===== src/rtl/ov5642_rx_pkg.sv =====
// Shared constants and the byte-beat type for the OV5642 DVP receiver.
// Build option: OV5642_RX_SOF_EN adds the start-of-frame flag and m_tuser.
package ov5642_rx_pkg;

   localparam int BYTE_W = 8;
   localparam int PIX_W  = 16;

   // Pad byte placed in the low half of the final pixel of an odd-length line
   localparam logic [BYTE_W-1:0] PAD_BYTE = 8'h00;

   // Packer phase: which half of the pixel the next byte fills
   localparam logic [0:0] PH_HIGH = 1'b0;
   localparam logic [0:0] PH_LOW  = 1'b1;

   typedef struct packed {
      logic [BYTE_W-1:0] data;
      logic              valid;
      logic              last;
   } byte_beat_t;

endpackage


===== src/rtl/ov5642_video_rx_if.sv =====
// Pixel stream leaving the receiver. There is no ready: m_tvalid is a one-cycle
// pulse the sink must accept, m_tlast/m_tuser/m_tdata are 0 whenever m_tvalid is 0.
interface ov5642_video_rx_if
   import ov5642_rx_pkg::*;
   ();

   logic [PIX_W-1:0] m_tdata;
   logic             m_tvalid;
   logic             m_tlast;
`ifdef OV5642_RX_SOF_EN
   logic             m_tuser;

   modport master (output m_tdata, output m_tvalid, output m_tlast, output m_tuser);
   modport slave  (input  m_tdata, input  m_tvalid, input  m_tlast, input  m_tuser);
`else
   modport master (output m_tdata, output m_tvalid, output m_tlast);
   modport slave  (input  m_tdata, input  m_tvalid, input  m_tlast);
`endif

endinterface


===== src/rtl/ov5642_pixel_packer.sv =====
// Packs consecutive line bytes into 16-bit pixels, padding odd-length lines.
// Build option: OV5642_RX_SOF_EN adds the SOF-pending flag driving m_tuser.
module ov5642_pixel_packer
   import ov5642_rx_pkg::*;
(
   input  logic                pclk,
   input  logic                rst_n,
   input  logic                vsync,
   input  byte_beat_t          beat_i,
   ov5642_video_rx_if.master   m
);

   logic [0:0]        phase_q, phase_d;
   logic [BYTE_W-1:0] hold_q, hold_d;
   logic [PIX_W-1:0]  tdata_q, tdata_d;
   logic              tvalid_q, tvalid_d;
   logic              tlast_q, tlast_d;

   // A valid beat always wins over vsync: the tail of a line cut short by
   // vsync is still in flight when vsync is already high and must be emitted.
   always_comb begin
      phase_d  = phase_q;
      hold_d   = hold_q;
      tdata_d  = '0;
      tvalid_d = 1'b0;
      tlast_d  = 1'b0;
      if (beat_i.valid) begin
         if (phase_q == PH_HIGH) begin
            if (beat_i.last) begin
               tvalid_d = 1'b1;
               tdata_d  = {beat_i.data, PAD_BYTE};
               tlast_d  = 1'b1;
            end else begin
               hold_d  = beat_i.data;
               phase_d = PH_LOW;
            end
         end else begin
            tvalid_d = 1'b1;
            tdata_d  = {hold_q, beat_i.data};
            tlast_d  = beat_i.last;
            phase_d  = PH_HIGH;
         end
      end else if (vsync) begin
         phase_d = PH_HIGH;
         hold_d  = '0;
      end
   end

   always_ff @(posedge pclk or negedge rst_n) begin
      if (!rst_n) begin
         phase_q  <= PH_HIGH;
         hold_q   <= '0;
         tdata_q  <= '0;
         tvalid_q <= 1'b0;
         tlast_q  <= 1'b0;
      end else begin
         phase_q  <= phase_d;
         hold_q   <= hold_d;
         tdata_q  <= tdata_d;
         tvalid_q <= tvalid_d;
         tlast_q  <= tlast_d;
      end
   end

   assign m.m_tdata  = tdata_q;
   assign m.m_tvalid = tvalid_q;
   assign m.m_tlast  = tlast_q;

`ifdef OV5642_RX_SOF_EN
   logic sof_pend_q, sof_pend_d;
   logic tuser_q, tuser_d;

   // Pixels still draining while vsync is high belong to the old frame.
   always_comb begin
      sof_pend_d = sof_pend_q;
      tuser_d    = tvalid_d & sof_pend_q & ~vsync;
      if (vsync) begin
         sof_pend_d = 1'b1;
      end else if (tvalid_d) begin
         sof_pend_d = 1'b0;
      end
   end

   always_ff @(posedge pclk or negedge rst_n) begin
      if (!rst_n) begin
         sof_pend_q <= 1'b1;
         tuser_q    <= 1'b0;
      end else begin
         sof_pend_q <= sof_pend_d;
         tuser_q    <= tuser_d;
      end
   end

   assign m.m_tuser = tuser_q;
`endif

endmodule


===== src/rtl/ov5642_video_rx.sv =====
// OV5642 DVP receive front end: two-stage pin capture into byte beats, then pixel packing.
// Build option: OV5642_RX_SOF_EN enables the m_tuser start-of-frame marker.
module ov5642_video_rx
   import ov5642_rx_pkg::*;
(
   input  logic              pclk,
   input  logic              rst_n,
   input  logic [BYTE_W-1:0] din,
   input  logic              href,
   input  logic              vsync,
   ov5642_video_rx_if.master m
);

   logic [BYTE_W-1:0] d_a_q;
   logic              h_a_q;
   logic              armed_q;
   byte_beat_t        beat_q;
   logic              line_raw;
   logic              line_qual;

   // After reset, wait for href to drop so a line already in progress is not
   // picked up half way through with its bytes in the wrong pixel halves.
   assign line_raw  = href & ~vsync;
   assign line_qual = line_raw & armed_q;

   always_ff @(posedge pclk or negedge rst_n) begin
      if (!rst_n) begin
         d_a_q   <= '0;
         h_a_q   <= 1'b0;
         armed_q <= 1'b0;
         beat_q  <= '0;
      end else begin
         d_a_q       <= din;
         h_a_q       <= line_qual;
         armed_q     <= armed_q | ~line_raw;
         beat_q.data  <= d_a_q;
         beat_q.valid <= h_a_q;
         beat_q.last  <= h_a_q & ~line_qual;
      end
   end

   ov5642_pixel_packer u_packer (
      .pclk   (pclk),
      .rst_n  (rst_n),
      .vsync  (vsync),
      .beat_i (beat_q),
      .m      (m)
   );

endmodule


===== src/flat_wrapper.sv =====
// flat-port wrapper written by rule: the top's interface ports become plain ports
module ov5642_video_rx_flat import ov5642_rx_pkg::*;
  (pclk, rst_n, din, href, vsync, m_m_tdata, m_m_tvalid, m_m_tlast);
  ov5642_video_rx_if m_i ();
  input  logic pclk;
  input  logic rst_n;
  input  logic [BYTE_W-1:0] din;
  input  logic href;
  input  logic vsync;
  output wire logic [$bits(m_i.m_tdata)-1:0] m_m_tdata;
  output wire logic [$bits(m_i.m_tvalid)-1:0] m_m_tvalid;
  output wire logic [$bits(m_i.m_tlast)-1:0] m_m_tlast;
  assign m_m_tdata = m_i.m_tdata;
  assign m_m_tvalid = m_i.m_tvalid;
  assign m_m_tlast = m_i.m_tlast;
  ov5642_video_rx u_core (.pclk(pclk), .rst_n(rst_n), .din(din), .href(href), .vsync(vsync), .m(m_i));
endmodule

===== config.mk =====
export PLATFORM = sky130hd
export DESIGN_NAME = ov5642_video_rx_flat
export DESIGN_NICKNAME = d
export VERILOG_FILES = /design/src/rtl/ov5642_rx_pkg.sv /design/src/rtl/ov5642_video_rx_if.sv /design/src/rtl/ov5642_pixel_packer.sv /design/src/rtl/ov5642_video_rx.sv /design/src/flat_wrapper.sv
export SDC_FILE = /design/constraint.sdc
export NUM_CORES = 1
export LEC_CHECK = 0
export BUFFER_PORTS_ARGS = -buffer_cell sky130_fd_sc_hd__buf_4
export CORE_MARGIN = 5
export CORE_UTILIZATION = 50
export CTS_BUF_LIST = sky130_fd_sc_hd__clkbuf_8
export DETAILED_ROUTE_END_ITERATION = 8
export PLACE_DENSITY = 0.72
export SYNTH_ARGS = -nofsm -noshare
export SYNTH_HDL_FRONTEND = slang
export SYNTH_SLANG_ARGS = --single-unit

===== constraint.sdc =====
create_clock -name pclk -period 3.3 [get_ports pclk]
set_input_delay 0 -clock pclk [delete_from_list [all_inputs] [get_ports pclk]]
set_output_delay 0 -clock pclk [all_outputs]
set_load 0.01 [all_outputs]

==> results.yml <==
run_status:
  status: "finished, final reports clean"
clocking:
  cts.path.max_buffers: 2
  clkTransAtPathRegs_ns: 0.08
  htree_levels: 2
  ctsRootBufferMaster: "clkbuf_8"
  numCtsBuffers: 5
  numClockSinks: 47
  cts_tree: "done"
  clk-insertion-delay-late_ns: 0.30
detailed_routing:
  ant_nets: 0
  post_drt_wl_per_cell_um: 14.4
  vias_per_cell: 5.25
  drt-initial-drc-count: 78
  dr.pass1.iters: 4
  vias: 1112
  drc_errors: 0
  drt_wl_total_um: 3060
sta:
  fin_crit_ns: 1.73
  post-route-period-util_pct: 52.4
  rsz0062_at_grt: "false"
  max_slew.worst_pin.slew_ns: 1.06
  hold_violations: 0
  setup_viol: 0
  slew_viol_final: 0
  setup_tns_ns: 0
  timing.fmax_mhz: 579
  fin_skew_ns: 0.00687
  slew_headroom_pct: 29.1
setup_path:
  worst_r2r_path_depth: 2
  endpoint_kind: "flop"
  worstPathRequired_ns: 3.44
  crit_fanout: 34
  startpoint_type: "flop"
  crit_slowest_cell: "dfrtp_1"
  crit_type: "reg -> reg"
  slowest_delay_ns: 0.89
  cp_cell_sequence: "or2_1 -> mux2i_1"
  reg2reg_slack_ns: 1.57
  arrival_ns: 1.87
logic_synthesis:
  syn_nets: 142
  synthTopCellsByArea: "dfrtp_1 66%, o211ai_2 5.6%, nand2_1 3.4%"
  synth_area_sq_um: 1780
  synth_top_family_by_area: "simple AND/OR/NAND/NOR gates"
  synth_xor_area_share_pct: 0
  ys_warn_count: 0
  synth.top_cell.area_share_pct: 66.2
  synthAdderAreaFrac_pct: 0
  avgSynthCellArea_sq_um: 13.7
  ys_seq_area_share_pct: 66.2
  synth_mux_area_share_pct: 0.563
  synth-simple-area-share_pct: 16.4
  synth-seq-cells: 47
  synth_compound_area_share_pct: 12.4
  syn_inst: 130
  synth_cell_types: 20
  synth_top_cell_by_area: "dfrtp_1"
finish:
  num_antenna_cells: 0
  layoutNonFillerInstCount: 212
  areaGrowthSynthToFinish_pct: 21.3
  final_cell_mix: "47 x dfrtp_1, 29 x buf_4, 16 x nand2_1, 10 x dlygate4sd3_1"
  drive_gt1_share_pct: 29.5
  final_nets: 177
  final_common_cell: "dfrtp_1"
  post-route-util_pct: 63.6
die:
  die_h_um: 69.6
  coreArea_sq_um: 3390
  fp-row-count: 21
  start_util_pct: 52.4
  dieArea_sq_um: 4850
  die_w_um: 69.6
  ios: 30
global_routing:
  use_met2_pct: 24.0
  grt_overflow: 0
  grt_start_max_net_pins: 48
  busiest_layer: "met2"
  met1_usage_pct: 16.3
  grt_use_total_pct: 14.2
  grt_pass1_wl_um: 5380
  grt_pass1_vias: 1152
  antenna_found_initial: 0
  use_met3_pct: 5.07
placement:
  placed_cells: 194
  portBuffers: 29
  place_hpwl_um: 1840
  gp_congestion: 0.717
power_and_ir_drop:
  ir_drop_mv: 0.334
  power.density_nw_per_um2: 484
  p_leak_nw: 1.03
min_path:
  worst_hold_path_type: "in -> reg"
  hold_depth: 2
run:
  drv_cap: 0
[sequential cells by signal, summed over array words and instances (netlist names)]
name                        count
u_core.armed_q                  1
u_core.beat_q                  10
u_core.d_a_q                    8
u_core.h_a_q                    1
u_core.u_packer.hold_q          8
u_core.u_packer.m.m_tdata      16
u_core.u_packer.m.m_tlast       1
u_core.u_packer.m.m_tvalid      1
u_core.u_packer.phase_q         1
[per-layer routing]
metal  wire (um)  share of wire (%)
met1        1280                 42
met2        1560                 51
met3         164                5.4
met4          54                1.8
met5           0                  0
[synthesized netlist by cell type (all sizes together)]
cell    instances
a21boi          8
and2            2
and3            8
and3b           1
buf            10
clkbuf          1
dfrtp          47
mux2i           1
nand2          16
nand2b          1
nand3b          8
nor2b           1
o211ai         16
or2             1
or3b            9
[stage by stage]
stage          hold slack [ns]  power, mW  instance area [sq um]  setup WS [ns]
2_1_floorplan           -0.296      0.689                   1780           2.19
3_3_place_gp            0.0278      0.717                   1970           1.67
3_5_place_dp            0.0399      0.723                   1970           1.56
4_1_cts                0.00716       1.06                   2150           1.55
5_1_grt                 0.0157       1.10                   2150           1.42
6_report                0.0117       1.04                   2150           1.57
[logic make-up after synthesis]
group,Yosys count
buf+inv,11
mux,1
compound gates,24
simple gates,47
flops,47
[cell type report]
type / instances / area [sq um]
Fill cell: 272 / 1230
Timing Repair Buffer: 39 / 318
Multi-Input combinational cell: 72 / 522
Clock buffer: 5 / 68.8
Tap cell: 46 / 57.6
Clock inverter: 3 / 12.5
Sequential cell: 47 / 1180
[final timing paths]
kind	start	end
min in group asynchronous	rst_n	u_core.u_packer.m.m_tdata[5]
hold reg to reg	u_core.d_a_q[1]	u_core.beat_q[3]
hold / removal	vsync	u_core.armed_q
max in group asynchronous	rst_n	u_core.u_packer.hold_q[1]
setup / recovery	u_core.u_packer.phase_q	u_core.u_packer.phase_q
setup reg to reg	u_core.u_packer.phase_q	u_core.u_packer.phase_q
[where the power goes]
part	internal, mW	switching, mW
combinational	0.0458	0.0370
clock	0.143	0.181
sequential	0.602	0.0345
total	0.790	0.252
[repair_timing]
| item | in CTS | in global routing |
|---|---|---|
| hold endpoints to repair | 56 | 0 |
| setup buffers | 0 | 0 |
| hold buffers | 10 | 0 |
| resized for setup | 0 | 0 |
[critical path: cells and delay by family (launching register included)]
kind / cells / cell delay, ns
DFF: 1 / 0.89
and+or+nand+nor: 1 / 0.52
muxes: 1 / 0.16
(Power assumes the default switching activity.)
